`config.mk`:
```
export PLATFORM = sky130hd
export DESIGN_NAME = instruction_fetch_decode
export DESIGN_NICKNAME = d
export VERILOG_FILES = /design/src/rtl/instruction_fetch_decode.sv
export SDC_FILE = /design/constraint.sdc
export NUM_CORES = 1
export LEC_CHECK = 0
export ABC_AREA = 1
export CORE_MARGIN = 2
export CORE_UTILIZATION = 50
export CTS_BUF_LIST = sky130_fd_sc_hd__clkbuf_2 sky130_fd_sc_hd__clkbuf_4 sky130_fd_sc_hd__clkbuf_8
export DETAILED_ROUTE_END_ITERATION = 7
export PLACE_DENSITY = 0.78
export RECOVER_POWER = 100
export SLEW_MARGIN = 20
export SYNTH_ARGS = -nofsm -noshare
export SYNTH_HDL_FRONTEND = slang
export SYNTH_SLANG_ARGS = --single-unit
export TNS_END_PERCENT = 1
```
`constraint.sdc`:
```
create_clock -name i_clock -period 3.05 [get_ports i_clock]
set_input_delay 0.915 -clock i_clock [delete_from_list [all_inputs] [get_ports i_clock]]
set_output_delay 0.915 -clock i_clock [all_outputs]
set_load 0.05 [all_outputs]
```
`src/rtl/instruction_fetch_decode.sv`:
```
// Fetch/decode stage for one core: owns the PC, reads the shared instruction memory,
// resolves NOP/JMPZ/END locally and hands every other instruction to the datapath.
module instruction_fetch_decode #(
    parameter logic [15:0] RESET_PC  = 16'd0,
    parameter int          MEM_DEPTH = 64
) (
    input  logic        i_clock,
    input  logic        i_reset_n,
    input  logic        i_start,
    output logic        o_mem_rd,
    output logic [15:0] o_instr_addr,
    input  logic [15:0] i_instr_in,
    input  logic        i_z_flag,
    input  logic        i_exec_ready,
    output logic        o_dec_valid,
    output logic [3:0]  o_dec_opcode,
    output logic [4:0]  o_dec_ra,
    output logic [4:0]  o_dec_rb,
    output logic [15:0] o_dec_imm,
    output logic        o_busy,
    output logic        o_halted,
    output logic        o_fault,
    output logic [2:0]  o_state
);

    localparam logic [2:0] S_IDLE      = 3'd0;
    localparam logic [2:0] S_FETCH     = 3'd1;
    localparam logic [2:0] S_WAIT      = 3'd2;
    localparam logic [2:0] S_IMM_FETCH = 3'd3;
    localparam logic [2:0] S_IMM_WAIT  = 3'd4;
    localparam logic [2:0] S_ISSUE     = 3'd5;
    localparam logic [2:0] S_HALT      = 3'd6;

    localparam logic [3:0] OP_NOP  = 4'd0;
    localparam logic [3:0] OP_END  = 4'd1;
    localparam logic [3:0] OP_LOAD = 4'd4;
    localparam logic [3:0] OP_JMPZ = 4'd15;

    // 17 bits so a depth of 65536 still compares correctly.
    localparam logic [16:0] DEPTH_LIMIT = 17'(MEM_DEPTH);

    // Handshake: o_dec_valid is high for the whole ISSUE state with fields held stable;
    // a cycle with o_dec_valid && i_exec_ready is the transfer, including the first cycle.
    logic [2:0]  r_state;
    logic [15:0] r_pc;
    logic [15:0] r_last_addr;
    logic [3:0]  r_opcode;
    logic [4:0]  r_ra;
    logic [4:0]  r_rb;
    logic [15:0] r_imm;
    logic        r_halted;
    logic        r_fault;

    logic [15:0] w_pc_p1;
    logic [15:0] w_pc_p2;
    logic        w_pc_oob;
    logic        w_pc_p1_oob;
    logic [3:0]  w_in_opcode;
    logic        w_rd_fetch;
    logic        w_rd_imm;

    assign w_pc_p1     = r_pc + 16'd1;
    assign w_pc_p2     = r_pc + 16'd2;
    assign w_pc_oob    = {1'b0, r_pc} >= DEPTH_LIMIT;
    assign w_pc_p1_oob = {1'b0, w_pc_p1} >= DEPTH_LIMIT;
    assign w_in_opcode = i_instr_in[13:10];

    assign w_rd_fetch  = (r_state == S_FETCH) && !w_pc_oob;
    assign w_rd_imm    = (r_state == S_IMM_FETCH) && !w_pc_p1_oob;

    // Address is only driven fresh during a real read; otherwise the last one is held.
    assign o_mem_rd     = w_rd_fetch || w_rd_imm;
    assign o_instr_addr = w_rd_fetch ? r_pc : (w_rd_imm ? w_pc_p1 : r_last_addr);

    assign o_dec_valid  = (r_state == S_ISSUE);
    assign o_dec_opcode = r_opcode;
    assign o_dec_ra     = r_ra;
    assign o_dec_rb     = r_rb;
    assign o_dec_imm    = r_imm;
    assign o_busy       = (r_state != S_IDLE) && (r_state != S_HALT);
    assign o_halted     = r_halted;
    assign o_fault      = r_fault;
    assign o_state      = r_state;

    always_ff @(posedge i_clock) begin
        if (!i_reset_n) begin
            r_state     <= S_IDLE;
            r_pc        <= RESET_PC;
            r_last_addr <= 16'd0;
            r_opcode    <= 4'd0;
            r_ra        <= 5'd0;
            r_rb        <= 5'd0;
            r_imm       <= 16'd0;
            r_halted    <= 1'b0;
            r_fault     <= 1'b0;
        end else begin
            case (r_state)
                S_IDLE: begin
                    if (i_start) begin
                        r_pc    <= RESET_PC;
                        r_state <= S_FETCH;
                    end
                end
                S_FETCH: begin
                    if (w_pc_oob) begin
                        r_fault  <= 1'b1;
                        r_halted <= 1'b1;
                        r_state  <= S_HALT;
                    end else begin
                        r_last_addr <= r_pc;
                        r_state     <= S_WAIT;
                    end
                end
                S_WAIT: begin
                    r_opcode <= w_in_opcode;
                    r_ra     <= i_instr_in[9:5];
                    r_rb     <= i_instr_in[4:0];
                    r_imm    <= 16'd0;
                    case (w_in_opcode)
                        OP_LOAD, OP_JMPZ: r_state <= S_IMM_FETCH;
                        OP_NOP: begin
                            r_pc    <= w_pc_p1;
                            r_state <= S_FETCH;
                        end
                        OP_END: begin
                            r_halted <= 1'b1;
                            r_state  <= S_HALT;
                        end
                        default: r_state <= S_ISSUE;
                    endcase
                end
                S_IMM_FETCH: begin
                    if (w_pc_p1_oob) begin
                        r_fault  <= 1'b1;
                        r_halted <= 1'b1;
                        r_state  <= S_HALT;
                    end else begin
                        r_last_addr <= w_pc_p1;
                        r_state     <= S_IMM_WAIT;
                    end
                end
                S_IMM_WAIT: begin
                    if (r_opcode == OP_LOAD) begin
                        r_imm   <= i_instr_in;
                        r_state <= S_ISSUE;
                    end else begin
                        // JMPZ branches on a nonzero result (z_flag low), as SUB;JMPZ loops expect.
                        r_pc    <= i_z_flag ? w_pc_p2 : i_instr_in;
                        r_state <= S_FETCH;
                    end
                end
                S_ISSUE: begin
                    if (i_exec_ready) begin
                        r_pc    <= (r_opcode == OP_LOAD) ? w_pc_p2 : w_pc_p1;
                        r_state <= S_FETCH;
                    end
                end
                S_HALT: begin
                    if (i_start) begin
                        r_halted <= 1'b0;
                        r_fault  <= 1'b0;
                        r_pc     <= RESET_PC;
                        r_state  <= S_FETCH;
                    end
                end
                default: r_state <= S_IDLE;
            endcase
        end
    end

endmodule
```
After elaboration in Yosys (flattened, before gate mapping):

Index checks and enable logic that the tools add are counted.
W data, S select, Z words.

* register bits after elaboration: 67
* memories: 0
* output and inout port bits: 54
* memory bits (read-only): 0
* logic and storage cells: 84
* input port bits: 21
* bits in writable memories: 0
* latch bits: 0

* mux-type cells: 27
* equal/unequal tests: 22
* $mul: 0
* bitwise logic cells: 0
* div/mod/pow operators: 0
* add/subtract/negate cells: 2
* magnitude comparators: 2
* reductions and logical operators: 22
* shift operators: 0

Operators with widths (count)
* $mux W16: 11
* $pmux W16 S2: 2
* $pmux W16 S4: 1
* $ge A16 B7 Y1 const B: 2
* $ne A2 B2 Y1 const B: 10
* $pmux W3 S6: 1
* $add A16 B1 Y16 const B: 1
* $add A16 B2 Y16 const B: 1
* $mux W3: 4
* $reduce_and A5 Y1: 2
* $eq A3 B3 Y1 const B: 3
* $pmux W3 S3: 1
* $eq A4 B3 Y1 const B: 2
* $reduce_bool A4 Y1: 2
* $eq A3 B2 Y1 const B: 2
* $reduce_bool A3 Y1: 2
* $eq A4 B1 Y1 const B: 1
* $eq A4 B4 Y1 const B: 1
* $logic_not A4 Y1: 1
* $mux W1: 4
* $pmux W1 S4: 1
* $reduce_and A2 Y1: 2
* $reduce_and A4 Y1: 1
* $reduce_bool A2 Y1: 2
* other kinds (11): 15

Depth between registers and ports, before layout:

* depth after elaboration: 6
* mapped depth: 14

Least setup slack after synthesis:

OpenSTA, ideal clock, no wires.

* path type: reg-to-output
* start: register r_pc[2]
* end: output port o_instr_addr[2]
* buffers on the path: 0
* required time: 2.135 ns
* data arrival time: 2.724 ns
* setup slack: -0.589 ns
* stages on the path, launching flop included: 14
* cell sequence: dfxtp_1 > ha_1 > nand2_1 > nor2_4 > nand2_1 > nor2_1 > nand2_1 > nand2_1 > nand2_1 > nor2_4 > nand3_1 > nand2_1 > nand3_1 > o21ai_0

* longest elaborated chain between the ends: 6
* elaborated cells on any way between the ends: 9
* those cells by class: add/sub: 1; order compare: 2; mux: 2; reduce/logical: 4

RTL lines
* start, declared: RTL line 45 `logic [15:0] r_pc;`
* start signal, assigned: RTL line 122 `r_pc <= w_pc_p1;`
* start signal, assigned: RTL line 148 `r_pc <= i_z_flag ? w_pc_p2 : i_instr_in;`
* start signal, assigned: RTL line 154 `r_pc <= (r_opcode == OP_LOAD) ? w_pc_p2 : w_pc_p1;`
* $add A16 B1 Y16: RTL line 62 `assign w_pc_p1 = r_pc + 16'd1;`
* $ge A16 B7 Y1: RTL line 65 `assign w_pc_p1_oob = {1'b0, w_pc_p1} >= DEPTH_LIMIT;`
* $logic_not A1 Y1: RTL line 69 `assign w_rd_imm = (r_state == S_IMM_FETCH) && !w_pc_p1_oob;`
* $logic_and A1 B1 Y1: RTL line 69
* $mux W16: RTL line 73 `assign o_instr_addr = w_rd_fetch ? r_pc : (w_rd_imm ? w_pc_p1 : r_last_addr);`
* $mux W16 (*): RTL line 73
* end, declared: RTL line 11 `output logic [15:0] o_instr_addr,`

Mark *: on every way between the ends. The rest lies on a longest branch, timed or not.

Final worst setup path:

* start: register r_pc[1]
* end: output port o_instr_addr[7]

Same word-level chain as after synthesis.

==> metrics.cfg <==
[run_status]
status = finished, violations left
violations = max-capacitance violations, max-slew violations, negative setup slack

[power_and_ir_drop]
p_per_area_nw_per_um2 = 980
ir_drop_uv = 581
p_leak_nw = 2.18

[synthesis]
netlist_instances = 575
ys_types = 34
syn_area_um2 = 3730
ys_seq_elements = 67
synth.net_count = 599
synth_edf_count = 0
ys.warnings.count = 0
synth_most_common_cell = nand2_1
syn-mean-instance-area_um2 = 6.48
ys_top_cells_by_area = dfxtp_1 (36%), nand2_1 (10%), nor2_1 (9.8%)
async_flop_share = 0
synthDominantCellAreaShare = 0.360
ys.flop_type = dfxtp_1
ys_top_cells_by_count = nand2_1 (104), nor2_1 (97), dfxtp_1 (67)
yosys.area.top_type = dfxtp_1
yosysSeqAreaShare = 0.360

[setup_path]
critPathMaxFanout = 11
ff2ff_path_depth = 8
end_kind = output port
critical_path_class = reg2out
crit_chain = ha_4 -> nand2_4 -> nor2_4 -> nand2_1 -> xor2_1 -> nand2_1 -> nor2_4 -> nand4_4 -> nand2_4 -> buf_12 -> nor2_2 -> buf_12
cp-start-kind = flop
crit_path_top_delay_cell = dfxtp_4
cp-startpoint = r_pc[1]$_SDFFE_PN0P_
rrSetupSlack_ps = 600
required_ps = 2130
crit_path_end = o_instr_addr[7]
arrival_ps = 2330
r2r-end = o_dec_imm[5]$_SDFFE_PN0P_
regToRegStartpoint = o_state[1]$_SDFFE_PN0P_
slowest_delay_ps = 390

[sta]
fmax_mhz = 308
rsz0062_at_grt = true
clock_skew_ps = 14.1
setup_ws_ps = -198
worstMarginPinSlew_ps = 1640
setup_viol = 17
slew_headroom = -0.0945
fin_crit_sh = 1.07
hold_viol_final = 0
slew_viol_final = 43
period_needed_ps = 3250

[detailed_routing]
wl_per_cell_um = 15.8
viasPerCell = 5.45
first_iter_violations = 265
dr.pass1.iters = 6
drt_wl_total_mm = 12.2
routed-via-count = 4186
drc = 0
ant_nets = 0

[clocking]
cts_buffer_depth = 2
cts_tree = built
cts_root_buffer = clkbuf_8
cts_buffers = 9
clock-sinks = 67
clk_latency_ps = 360
cts.htree.levels = 3
clk_pin_slew_ps = 80

[final_layout]
postLayoutCellArea_um2 = 5300
drive_gt1_frac = 0.187
fin_cells = 768
antennaDiodeCount = 0
nets = 688
syn_to_final_growth_pct = 42.2
fill_cells = 581

[global_routing]
grt.total_usage = 0.305
overflow = 0
grt_max_degree = 43
grt_pass1_wl_mm = 20.0
first_global_vias = 4134
antenna_found_initial = 0

[place]
routabilityCongestion = 0.946
io_buffers = 74
place_area_um2 = 4810
placed_cells = 745
hpwl_mm = 8.59

[die]
die_y_um = 90.4
start_util = 0.514
dieArea_um2 = 8160
rows = 31
io_pins = 75
die_w_um = 90.4
core_area_um2 = 7250

[job]
maxCapViolations = 1

[worst_hold_path]
hold_class = reg2reg

-- stage by stage --
step	total power, W	util	hold WS (ps)	setup WS, ps	setup TNS, ps
after CTS	0.00513	0.728	450	-193	-2800
final	0.00520	0.731	449	-198	-2770
after floorplan	0.00312	-	423	-399	-3240
after global placement	0.00404	0.664	431	37.5	0
after global routing	0.00546	0.731	492	-320	-4820
after detailed placement	0.00407	0.664	435	-29.7	-30.3
-- cell usage in the layout (no fill, tap or decap), types with 2 or more instances in the layout --
master	Yosys	final
a21oi_1	39	39
a31oi_1	5	5
buf_12	0	18
buf_4	2	22
buf_6	0	2
bufinv_16	0	2
clkbuf_8	0	9
clkdlybuf4s50_1	0	55
dfxtp_1	67	56
dfxtp_2	0	8
dfxtp_4	0	3
ha_4	0	2
inv_1	64	63
inv_2	3	4
inv_6	0	3
nand2_1	104	95
nand2_2	4	12
nand2_4	1	2
nand3_1	28	20
nand3_2	0	7
nand4_1	10	10
nor2_1	97	85
nor2_2	8	16
nor2_4	3	7
nor3_1	15	14
nor3_2	1	2
nor4_1	2	2
o211ai_1	2	2
o21ai_0	60	59
o21ai_1	5	5
o22ai_1	14	14
xor2_1	11	11
-- final cells by class --
type                    instances  area (um^2)  share of cell area
multi-input cells             418         2180               0.412
flip-flops and latches         67         1360               0.257
repair buffers                101         1150               0.218
inverters                      67          251              0.0474
clock buffers                  10          131              0.0248
well taps                      99          124              0.0234
clock inverters                 6         95.1              0.0179
-- worst max-delay path: cells and delay by family, from the launching register on --
family	cells	cell delay (ps)
flops	1	390
xor+xnor	1	180
simple gates	8	940
buf+inv	2	290
fa+ha+maj	1	160
-- how the worst min path moves through the flow --
stage | from | end | slack, ps | cells after the start
2_1_floorplan | r_last_addr[10]$_SDFFE_PN0P_ | r_last_addr[10]$_SDFFE_PN0P_ | 420 | 2
3_3_place_gp | r_last_addr[6]$_SDFFE_PN0P_ | r_last_addr[6]$_SDFFE_PN0P_ | 430 | 2
3_5_place_dp | r_last_addr[7]$_SDFFE_PN0P_ | r_last_addr[7]$_SDFFE_PN0P_ | 440 | 2
4_1_cts | o_fault$_SDFFE_PN0P_ | o_fault$_SDFFE_PN0P_ | 450 | 2
5_1_grt | o_fault$_SDFFE_PN0P_ | o_fault$_SDFFE_PN0P_ | 490 | 2
6_report | o_fault$_SDFFE_PN0P_ | o_fault$_SDFFE_PN0P_ | 450 | 2
-- logic make-up after synthesis --
family | count (synthesis) | synth area share
AO/OA/AOI/OAI | 128 | 0.182
XOR/XNOR | 12 | 0.0282
adder cells (fa/ha/maj) | 3 | 0.0101
buffers and inverters | 90 | 0.0973
flip-flops | 67 | 0.360
AND/OR/NAND/NOR | 275 | 0.322
-- metal layers --
metal | global-route usage | vias to the layer above | part of all wire
li1 | - | 2070 | -
met1 | 0.363 | 1946 | 0.43
met2 | 0.521 | 155 | 0.47
met3 | 0.0876 | 15 | 0.074
met4 | 0.113 | 0 | 0.022
met5 | 0 | - | 0
-- registers in the layout, summed over array words and instances, names as in the netlist --
register / count
o_fault: 1
o_dec_ra: 5
r_last_addr: 16
o_state: 3
o_dec_imm: 16
o_dec_opcode: 4
o_halted: 1
o_dec_rb: 5
r_pc: 16
-- power breakdown --
part,total (W),switching [W],internal [W]
Clock,0.000866,0.000386,0.000480
Sequential,0.00132,0.000207,0.00112
Combinational,0.00301,0.00196,0.00105
Total,0.00520,0.00255,0.00265
-- timing repair --
action | in CTS | in global routing
cloned | 1 | 0
buffers inserted | 6 | 0
pin swaps | 10 | 7
endpoints found under the setup margin | 18 | 17
gates resized for setup | 49 | 10
hold buffers | 0 | 0
No activity file was read; power rests on OpenSTA's default activity.
